[src/rtl/demuxn_deserialiser.sv]
// Serial-to-parallel receiver: slots one bit per valid beat by its select index,
// checks the 0..N-1 index order and publishes each complete word with a valid pulse.
module demuxn_deserialiser #(
    parameter int unsigned N    = 8,
    parameter int unsigned SELW = $clog2(N)
) (
    input  logic            clk,
    input  logic            reset_n,
    input  logic            din,
    input  logic [SELW-1:0] sel,
    input  logic            din_valid,
    output logic [N-1:0]    dout,
    output logic            dout_valid,
    output logic            seq_err,
    output logic [7:0]      frame_cnt
);

    typedef enum logic {
        IDLE    = 1'b0,
        COLLECT = 1'b1
    } state_t;

    localparam logic [SELW-1:0] LAST = SELW'(N - 1);

    state_t          r_state;
    logic [SELW-1:0] r_exp;
    logic [N-1:0]    r_sh;
    logic [N-1:0]    r_dout;
    logic            r_dout_valid;
    logic            r_seq_err;
    logic [7:0]      r_frame_cnt;

    state_t          w_state_nx;
    logic [SELW-1:0] w_exp_nx;
    logic [N-1:0]    w_sh_nx;
    logic [N-1:0]    w_dout_nx;
    logic            w_dout_valid_nx;
    logic            w_seq_err_nx;
    logic [7:0]      w_frame_cnt_nx;

    always_ff @(posedge clk or negedge reset_n) begin
        if (!reset_n) begin
            r_state      <= IDLE;
            r_exp        <= '0;
            r_sh         <= '0;
            r_dout       <= '0;
            r_dout_valid <= 1'b0;
            r_seq_err    <= 1'b0;
            r_frame_cnt  <= '0;
        end else begin
            r_state      <= w_state_nx;
            r_exp        <= w_exp_nx;
            r_sh         <= w_sh_nx;
            r_dout       <= w_dout_nx;
            r_dout_valid <= w_dout_valid_nx;
            r_seq_err    <= w_seq_err_nx;
            r_frame_cnt  <= w_frame_cnt_nx;
        end
    end

    always_comb begin
        w_state_nx      = r_state;
        w_exp_nx        = r_exp;
        w_sh_nx         = r_sh;
        w_dout_nx       = r_dout;
        w_dout_valid_nx = 1'b0;
        w_seq_err_nx    = 1'b0;
        w_frame_cnt_nx  = r_frame_cnt;

        if (din_valid) begin
            unique case (r_state)
                IDLE: begin
                    if (sel == '0) begin
                        w_sh_nx[0] = din;
                        w_exp_nx   = SELW'(1);
                        w_state_nx = COLLECT;
                    end else begin
                        w_seq_err_nx = 1'b1;
                    end
                end
                COLLECT: begin
                    if (sel == r_exp) begin
                        if (r_exp == LAST) begin
                            // Last bit bypasses the shadow register so back-to-back frames need no bubble.
                            w_dout_nx       = {din, r_sh[N-2:0]};
                            w_dout_valid_nx = 1'b1;
                            w_frame_cnt_nx  = r_frame_cnt + 8'd1;
                            w_exp_nx        = '0;
                            w_state_nx      = IDLE;
                        end else begin
                            w_sh_nx[r_exp] = din;
                            w_exp_nx       = r_exp + SELW'(1);
                        end
                    end else begin
                        w_seq_err_nx = 1'b1;
                        if (sel == '0) begin
                            w_sh_nx[0] = din;
                            w_exp_nx   = SELW'(1);
                        end else begin
                            w_exp_nx   = '0;
                            w_state_nx = IDLE;
                        end
                    end
                end
                default: begin
                    w_exp_nx   = '0;
                    w_state_nx = IDLE;
                end
            endcase
        end
    end

    assign dout       = r_dout;
    assign dout_valid = r_dout_valid;
    assign seq_err    = r_seq_err;
    assign frame_cnt  = r_frame_cnt;

endmodule

[config.mk]
export PLATFORM = sky130hd
export DESIGN_NAME = demuxn_deserialiser
export DESIGN_NICKNAME = d
export VERILOG_FILES = /design/src/rtl/demuxn_deserialiser.sv
export SDC_FILE = /design/constraint.sdc
export NUM_CORES = 1
export LEC_CHECK = 0
export BUFFER_PORTS_ARGS = -buffer_cell sky130_fd_sc_hd__buf_2
export CORE_ASPECT_RATIO = 1.4
export CORE_MARGIN = 3
export CORE_UTILIZATION = 35
export DETAILED_ROUTE_END_ITERATION = 12
export HOLD_SLACK_MARGIN = 0.02
export MAX_ROUTING_LAYER = met4
export SKIP_LAST_GASP = 1
export SYNTH_ARGS = -nofsm -noshare
export SYNTH_HDL_FRONTEND = slang
export SYNTH_SLANG_ARGS = --single-unit
[constraint.sdc]
create_clock -name clk -period 3.3 [get_ports clk]
set_input_delay 0.66 -clock clk [delete_from_list [all_inputs] [get_ports clk]]
set_output_delay 0.66 -clock clk [all_outputs]
set_load 0.02 [all_outputs]
# Word-level counts from Yosys, hierarchy flattened
# Index checks and enable logic that the tools add are counted.
# classes
n_addsub	2
bitwise_logic	2
n_eq_ne	4
reduce_logical	6
mux	24
magnitude_cmp	2
# ops
operator	n
2-to-1 mux 1 bit	15
2-to-1 mux 3 bit	3
adder 8 x 1 -> 8 bit, second input constant	1
bitwise mux 8 bit	1
AND reduction 4 bit	2
one-hot mux 1 bit (2 select lines)	3
one-hot mux 3 bit (2 select lines)	1
less-than comparator 3 x 4 -> 1 bit, second input constant	1
AND reduction 2 bit	2
adder 3 x 1 -> 3 bit, second input constant	1
demux 1 bit (select 3 bit)	1
== test 3 bit	1
== test 3 bit, second input constant	1
greater-or-equal comparator 3 x 1 -> 1 bit, second input constant	1
zero test 3 bit	1
!= test 3 bit, second input constant	1
!= test 2 bit, second input constant	1
inverter 1 bit	2
logical AND 1 bit	1
# word_totals
elab_cells	48
out_inout_bits	18
regBits	30
inputBits	7

# Depth between registers and ports, before layout
# Gate-level depths: netlist (run 1).
# depth
depth_word	8
mapped_depth	8
ltp_nobuf	7

# Worst setup path after synthesis (run 1)
# OpenSTA, ideal clock, no wires.
# synth_timing
path_type	in2reg
startpoint	input sel[2]
endpoint	register r_sh[0]
stages	4
arrival_ns	1.737
n_path_buf	0
path_slack_ns	1.438
setup_ns	0.125
required_time_ns	3.175
path_cell_list	xor2_2 -> nor4_4 -> mux2i_1 -> mux2_2
# synth_via
elab_chain_cells	4
word_cells_on_any_way	7
classes_between	2 x eq/ne; 3 x mux; 2 x reduce/logical
# synth_rtl
element	line	text
start: declaration	10	input logic [SELW-1:0] sel,
zero test 3 bit	73, 96	
2-to-1 mux 1 bit	n/a	
2-to-1 mux 1 bit	82	if (sel == r_exp) begin
one-hot mux 1 bit (2 select lines)	71	unique case (r_state)
end signal: assignment	53	r_sh <= w_sh_nx;
end: declaration	27	logic [N-1:0] r_sh;
# Parallel ways exist; a longest one is shown, timed or not.
# A chain may end at the register's enable or synchronous reset.

# Worst setup path after layout (run 1)
# layout_timing
startpoint	register r_exp[1]
endpoint	register r_frame_cnt[4], in the netlist frame_cnt[4]
# layout_via
elab_chain_cells	2
word_cells_on_any_way	3
classes_between	2 x eq/ne; 1 x reduce/logical
# layout_rtl
element	line	text
start: declaration	26	logic [SELW-1:0] r_exp;
start signal: assignment	52	r_exp <= w_exp_nx;
== test 3 bit, on equally long branches	82, 83	
AND reduction 4 bit (no source line) (*)	n/a	
end signal: assignment	57	r_frame_cnt <= w_frame_cnt_nx;
end: declaration	31	logic [7:0] r_frame_cnt;
# Every way passes the cells marked *; elsewhere a longest branch is shown, timed or not.

==> impl_metrics.env, run 1 <==
export IMPL_maxCapViolations=0
export IMPL_fin_crit_sh_pct=65.0
export IMPL_p_per_area_nw_per_um2=452
export IMPL_outcome="finished, final reports clean"
export IMPL_irDropWorstVdd_mv=0.304
export IMPL_route_vias_total=1047
export IMPL_fp_dieH_um=80.5
export IMPL_drive_gt1_share_pct=23.6
export IMPL_synthesis_area_um2=1390
export IMPL_synth_seq_area_share_pct=52.3
export IMPL_cts_htree_levels=2
export IMPL_cts_tree="done"
export IMPL_dieArea_um2=4770
export IMPL_reg2reg_slack_ns=1.16
export IMPL_dp_cells=192
export IMPL_r2r_cells=8
export IMPL_hp_class="input port to asynchronous set/reset pin"
export IMPL_stdcell_count=199
export IMPL_dr_wl_met3_um=167
export IMPL_grt_antenna_before_repair=0
export IMPL_cp_depth=8
export IMPL_area_growth_pct=16.8
export IMPL_routed_top_layer="met4"
export IMPL_drc=0
export IMPL_critical_path_buf_inv_count=2
export IMPL_detail_route_antenna_nets=0
export IMPL_cts_hold_buf=0
export IMPL_dr_pass1_iters=4
export IMPL_core_area_um2=3740
export IMPL_arrival_ns=2.30
export IMPL_wl_met2_um=1350
export IMPL_synth_seq_cells=29
export IMPL_ios=25
export IMPL_vias_per_cell=5.26
export IMPL_worstReg2RegEnd="frame_cnt[4]$_DFFE_PN0P_"
export IMPL_layout_min_cycle_time_ns=2.14
export IMPL_cts_max_path_buffers=2
export IMPL_worst_slew_pin_slew_ns=0.635
export IMPL_io_buffers=24
export IMPL_fmax_mhz=466
export IMPL_rsz0062_at_grt="no"
export IMPL_yosysWarnings=0
export IMPL_cp_start_kind="register"
export IMPL_crit_chain="ha_1 > ha_1 > and3_1 > nand4_1 > buf_4 > inv_1 > nand4_1 > xnor2_1"
export IMPL_place_hpwl_um=1960
export IMPL_die_w_um=59.2
export IMPL_crit_family="flip-flops"
export IMPL_p_leak_nw=0.852
export IMPL_max_slew_margin_rel_pct=57.7
export IMPL_routedWlPerCell_um=13.2
export IMPL_clk_transition_reported_paths_ns=0.06
export IMPL_slew_viol_final=0
export IMPL_grt_util_all_layers_pct=13.0
export IMPL_row_count=26
export IMPL_worstSkewPairLatency_ns=0.27
export IMPL_overflow=0
export IMPL_post_cts_buffers=0
export IMPL_totalWireLength_um=2620
export IMPL_wirelength_met1_um=1040
export IMPL_synth_nets=140
export IMPL_grt_pass1_vias=1016
export IMPL_setup_tns_final_ns=0
export IMPL_critPathSlowestCell="dfrtp_1"
export IMPL_hold_ws_ns=0.404
export IMPL_grt_max_degree=30
export IMPL_ctsResizeCount=0
export IMPL_cts_root_buffer="clkbuf_8"
export IMPL_crit_fanout=14
export IMPL_cts_num_sinks=29
export IMPL_cts_buffers=5
export IMPL_gp_congestion=0.809
export IMPL_utilization_pct=43.4
export IMPL_grt_pass1_wl_um=4570
export IMPL_syn_mean_instance_area_um2=10.7
export IMPL_syn_inst=130
export IMPL_initialDrtViolationCount=34
export IMPL_r2r_start="r_exp[1]$_DFFE_PN0P_"
export IMPL_crit_required_ns=3.46
export IMPL_criticalPathCategory="register to register"
export IMPL_setup_viol=0
export IMPL_crit_path_max_incr_delay_ns=0.52
export IMPL_cp_end_kind="register"
export IMPL_nets=167
export IMPL_finalHoldViolCount=0
export IMPL_synth_cell_types=30
export IMPL_power_mw=0.734
export IMPL_start_util_pct=37.1
export IMPL_diodes=0
export IMPL_skew_ns=0.00186
[metrics by stage]
stage / worst slack, ns / instance area [um^2]
floorplan: 1.44 / 1390
global placement: 1.16 / 1540
detailed placement: 1.15 / 1540
CTS: 1.13 / 1620
global route: 0.939 / 1620
finish: 1.16 / 1620
[cells in the mapped netlist (all sizes together)]
cell | count | area [um^2]
nand2 | 33 | 124
dfrtp | 29 | 726
nand3 | 8 | 40.0
mux2 | 7 | 78.8
xnor2 | 7 | 61.3
xor2 | 6 | 67.6
buf | 4 | 28.8
inv | 4 | 15.0
nand4 | 4 | 25.0
nor2 | 4 | 15.0
ha | 3 | 37.5
nor3 | 3 | 15.0
and3 | 2 | 12.5
nor2b | 2 | 12.5
nor4 | 2 | 42.5
o21ai | 2 | 10.0
a211oi | 1 | 7.51
a21oi | 1 | 5.00
a221oi | 1 | 8.76
a22o | 1 | 10.0
a32o | 1 | 10.0
and2b | 1 | 7.51
clkbuf | 1 | 3.75
mux2i | 1 | 10.0
o22a | 1 | 8.76
o22ai | 1 | 6.26
[state kept, by name (all words and copies together), names as in the netlist]
name	flops
dout	8
seq_err	1
frame_cnt	8
dout_valid	1
r_state	1
r_sh	7
r_exp	3
[worst max path at each step]
stage                               end                  from
6_report       frame_cnt[4]$_DFFE_PN0P_  r_exp[1]$_DFFE_PN0P_
3_5_place_dp   frame_cnt[4]$_DFFE_PN0P_  r_exp[1]$_DFFE_PN0P_
2_1_floorplan       r_sh[0]$_DFFE_PN0P_                sel[2]
4_1_cts        frame_cnt[4]$_DFFE_PN0P_  r_exp[1]$_DFFE_PN0P_
5_1_grt        frame_cnt[4]$_DFFE_PN0P_  r_exp[1]$_DFFE_PN0P_
3_3_place_gp   frame_cnt[4]$_DFFE_PN0P_  r_exp[1]$_DFFE_PN0P_
[kinds of logic after synthesis]
group	count (synthesis)	share of synthesized area, %
compound gates	9	4.78
xor+xnor	13	9.28
fa+ha+maj	3	2.70
buf+inv	9	3.42
flops	29	52.3
mux	8	6.40
simple gates	59	21.2
[area by class of cell]
class	instances	area (um^2)
clock buffers	7	86.3
flip-flops and latches	29	726
well taps	42	52.6
repair buffers	25	128
inverters	4	15.0
multi-input cells	92	616
fillers	374	2120
[per-layer routing]
| metal | global-route usage, % | vias to the layer above |
|---|---|---|
| met2 | 21.7 | 31 |
| met5 | - | - |
| li1 | - | 495 |
| met4 | 5.67 | 0 |
| met3 | 4.34 | 7 |
| met1 | 13.8 | 514 |
[where the power goes]
group | internal [mW] | switching, mW | leakage [nW]
logic | 0.0253 | 0.0406 | 0.412
registers | 0.368 | 0.0137 | 0.395
clock network | 0.165 | 0.121 | 0.0443
[worst reg2reg max path, delay by kind of cell, from the launching register on]
kind / cells / cell delay, ns
buf+inv: 2 / 0.51
xor+xnor: 1 / 0.15
fa+ha+maj: 2 / 0.41
flops: 1 / 0.52
simple gates: 3 / 0.44
[placed cells by master (no fill, tap or decap), drive strengths merged, types with 2 or more instances in the layout]
cell type / instances
nand4: 4
nor4: 2
xor2: 6
nor2b: 2
nand2: 33
mux2: 7
xnor2: 7
ha: 3
nand3: 8
o21ai: 2
dfrtp: 29
nor3: 3
clkbuf: 7
buf: 25
and3: 2
inv: 4
nor2: 4
(Power assumes the default switching activity.)
==> run 2, diff against run 1 <==
clock period = 1.95 ns   (was 3.3 ns; I/O delays follow)
==> impl_metrics.env, run 2 (synthesized netlist as in run 1, its figures left out) <==
export IMPL_cts_max_path_buffers=2
export IMPL_setup_tns_final_ns=0
export IMPL_startpoint="r_exp[2]$_DFFE_PN0P_"
export IMPL_io_buffers=24
export IMPL_routedWlPerCell_um=13.0
export IMPL_cts_root_buffer="clkbuf_8"
export IMPL_multi_input_area_um2=616
export IMPL_cts_buffers=5
export IMPL_stdcell_count=206
export IMPL_dp_cells=198
export IMPL_worst_slew_pin_slew_ns=0.634
export IMPL_start_util_pct=37.1
export IMPL_skew_ns=0.00562
export IMPL_irDropWorstVdd_mv=0.512
export IMPL_fp_dieH_um=80.5
export IMPL_layout_common_cells="33 x nand2_1, 29 x dfrtp_1, 24 x buf_2, 8 x nand3_1, 8 x buf_4"
export IMPL_slew_viol_final=0
export IMPL_place_hpwl_um=2040
export IMPL_place_ws_ns=0.0726
export IMPL_drive_gt1_share_pct=26.8
export IMPL_r2r_cells=4
export IMPL_grt_max_degree=30
export IMPL_r2r_start="r_exp[2]$_DFFE_PN0P_"
export IMPL_ios=25
export IMPL_cp_start_kind="register"
export IMPL_grt_pass1_vias=996
export IMPL_final_common_cell="nand2_1"
export IMPL_totalWireLength_um=2680
export IMPL_outcome="finished, final reports clean"
export IMPL_gp_congestion=0.860
export IMPL_maxCapViolations=0
export IMPL_arrival_ns=1.97
export IMPL_dieArea_um2=4770
export IMPL_criticalPathCategory="register to register"
export IMPL_core_area_um2=3740
export IMPL_cts_tree="done"
export IMPL_hp_class="input port to asynchronous set/reset pin"
export IMPL_overflow=0
export IMPL_drc=0
export IMPL_crit_fanout=7
export IMPL_diodes=0
export IMPL_p_per_area_nw_per_um2=751
export IMPL_row_count=26
export IMPL_grt_antenna_before_repair=0
export IMPL_cp_end_kind="register"
export IMPL_nFillCells=367
export IMPL_route_vias_total=1047
export IMPL_area_growth_pct=20.6
export IMPL_setup_viol=0
export IMPL_initialDrtViolationCount=76
export IMPL_fin_ws_ns=0.147
export IMPL_vias_per_cell=5.08
export IMPL_die_w_um=59.2
export IMPL_fmax_mhz=555
export IMPL_cts_hold_buf=0
export IMPL_fin_area_um2=1680
export IMPL_hold_ws_ns=0.135
export IMPL_fin_crit_sh_pct=92.5
export IMPL_worstSkewPairLatency_ns=0.28
export IMPL_grt_util_all_layers_pct=13.5
export IMPL_finalHoldViolCount=0
export IMPL_detail_route_antenna_nets=0
export IMPL_grt_pass1_wl_um=4690
export IMPL_layout_min_cycle_time_ns=1.80
export IMPL_rsz0062_at_grt="no"
export IMPL_dr_pass1_iters=4
export IMPL_placed_area_um2=1580
export IMPL_crit_required_ns=2.11
export IMPL_reg2reg_slack_ns=0.15
export IMPL_cts_num_sinks=29
export IMPL_nets=174
export IMPL_regArea_um2=726
export IMPL_cts_htree_levels=2
export IMPL_p_leak_nw=0.887
export IMPL_clk_transition_reported_paths_ns=0.06
export IMPL_max_slew_margin_rel_pct=57.8
## run 2: where the power goes
part | switching [mW] | internal (mW)
Clock | 0.206 | 0.279
Sequential | 0.0172 | 0.623
Combinational | 0.0780 | 0.0536
Total | 0.302 | 0.956
## run 2: final timing paths
| path | endpoint |
|---|---|
| max in group asynchronous | frame_cnt[4]$_DFFE_PN0P_ |
| worst max register to register | r_sh[0]$_DFFE_PN0P_ |
| worst max-delay path | r_sh[0]$_DFFE_PN0P_ |
| min in group clk | dout[7]$_DFFE_PN0P_ |
| worst min register to register | frame_cnt[7]$_DFFE_PN0P_ |
| worst min-delay path | dout_valid$_DFF_PN0_ |
## run 2: repair_timing
action	CTS	global route
setup buffers	0	1
gates resized for setup	0	0
endpoints found under the setup margin	0	14
## run 2: cell type report
type                       count  share of cell area (%)
inverter                       4                   0.896
sequential                    29                    43.3
multi-input combinational     92                    36.7
timing repair buffer          32                    10.8
tap                           42                    3.14
clock buffer                   7                    5.15
## run 2: metrics by stage
stage               power (mW)  util [%]
floorplan                0.732         -
global placement         0.780      42.3
detailed placement       0.784      42.3
CTS                       1.28      44.6
global route              1.32      44.8
finish                    1.26      44.8
## run 2: routing by layer
metal	vias up	global-route usage [%]	wire, um
met5	-	-	0
met4	0	5.90	48
met3	6	4.34	163
met1	506	15.3	1140
met2	32	21.4	1330
li1	503	-	-
## run 2: worst max-delay path, cell delays in order, from the launching register on
cell and delay [ns]:
dfrtp_1 0.48, xor2_2 0.22, nor4_4 0.39, mux2i_1 0.25
mux2_2 0.35
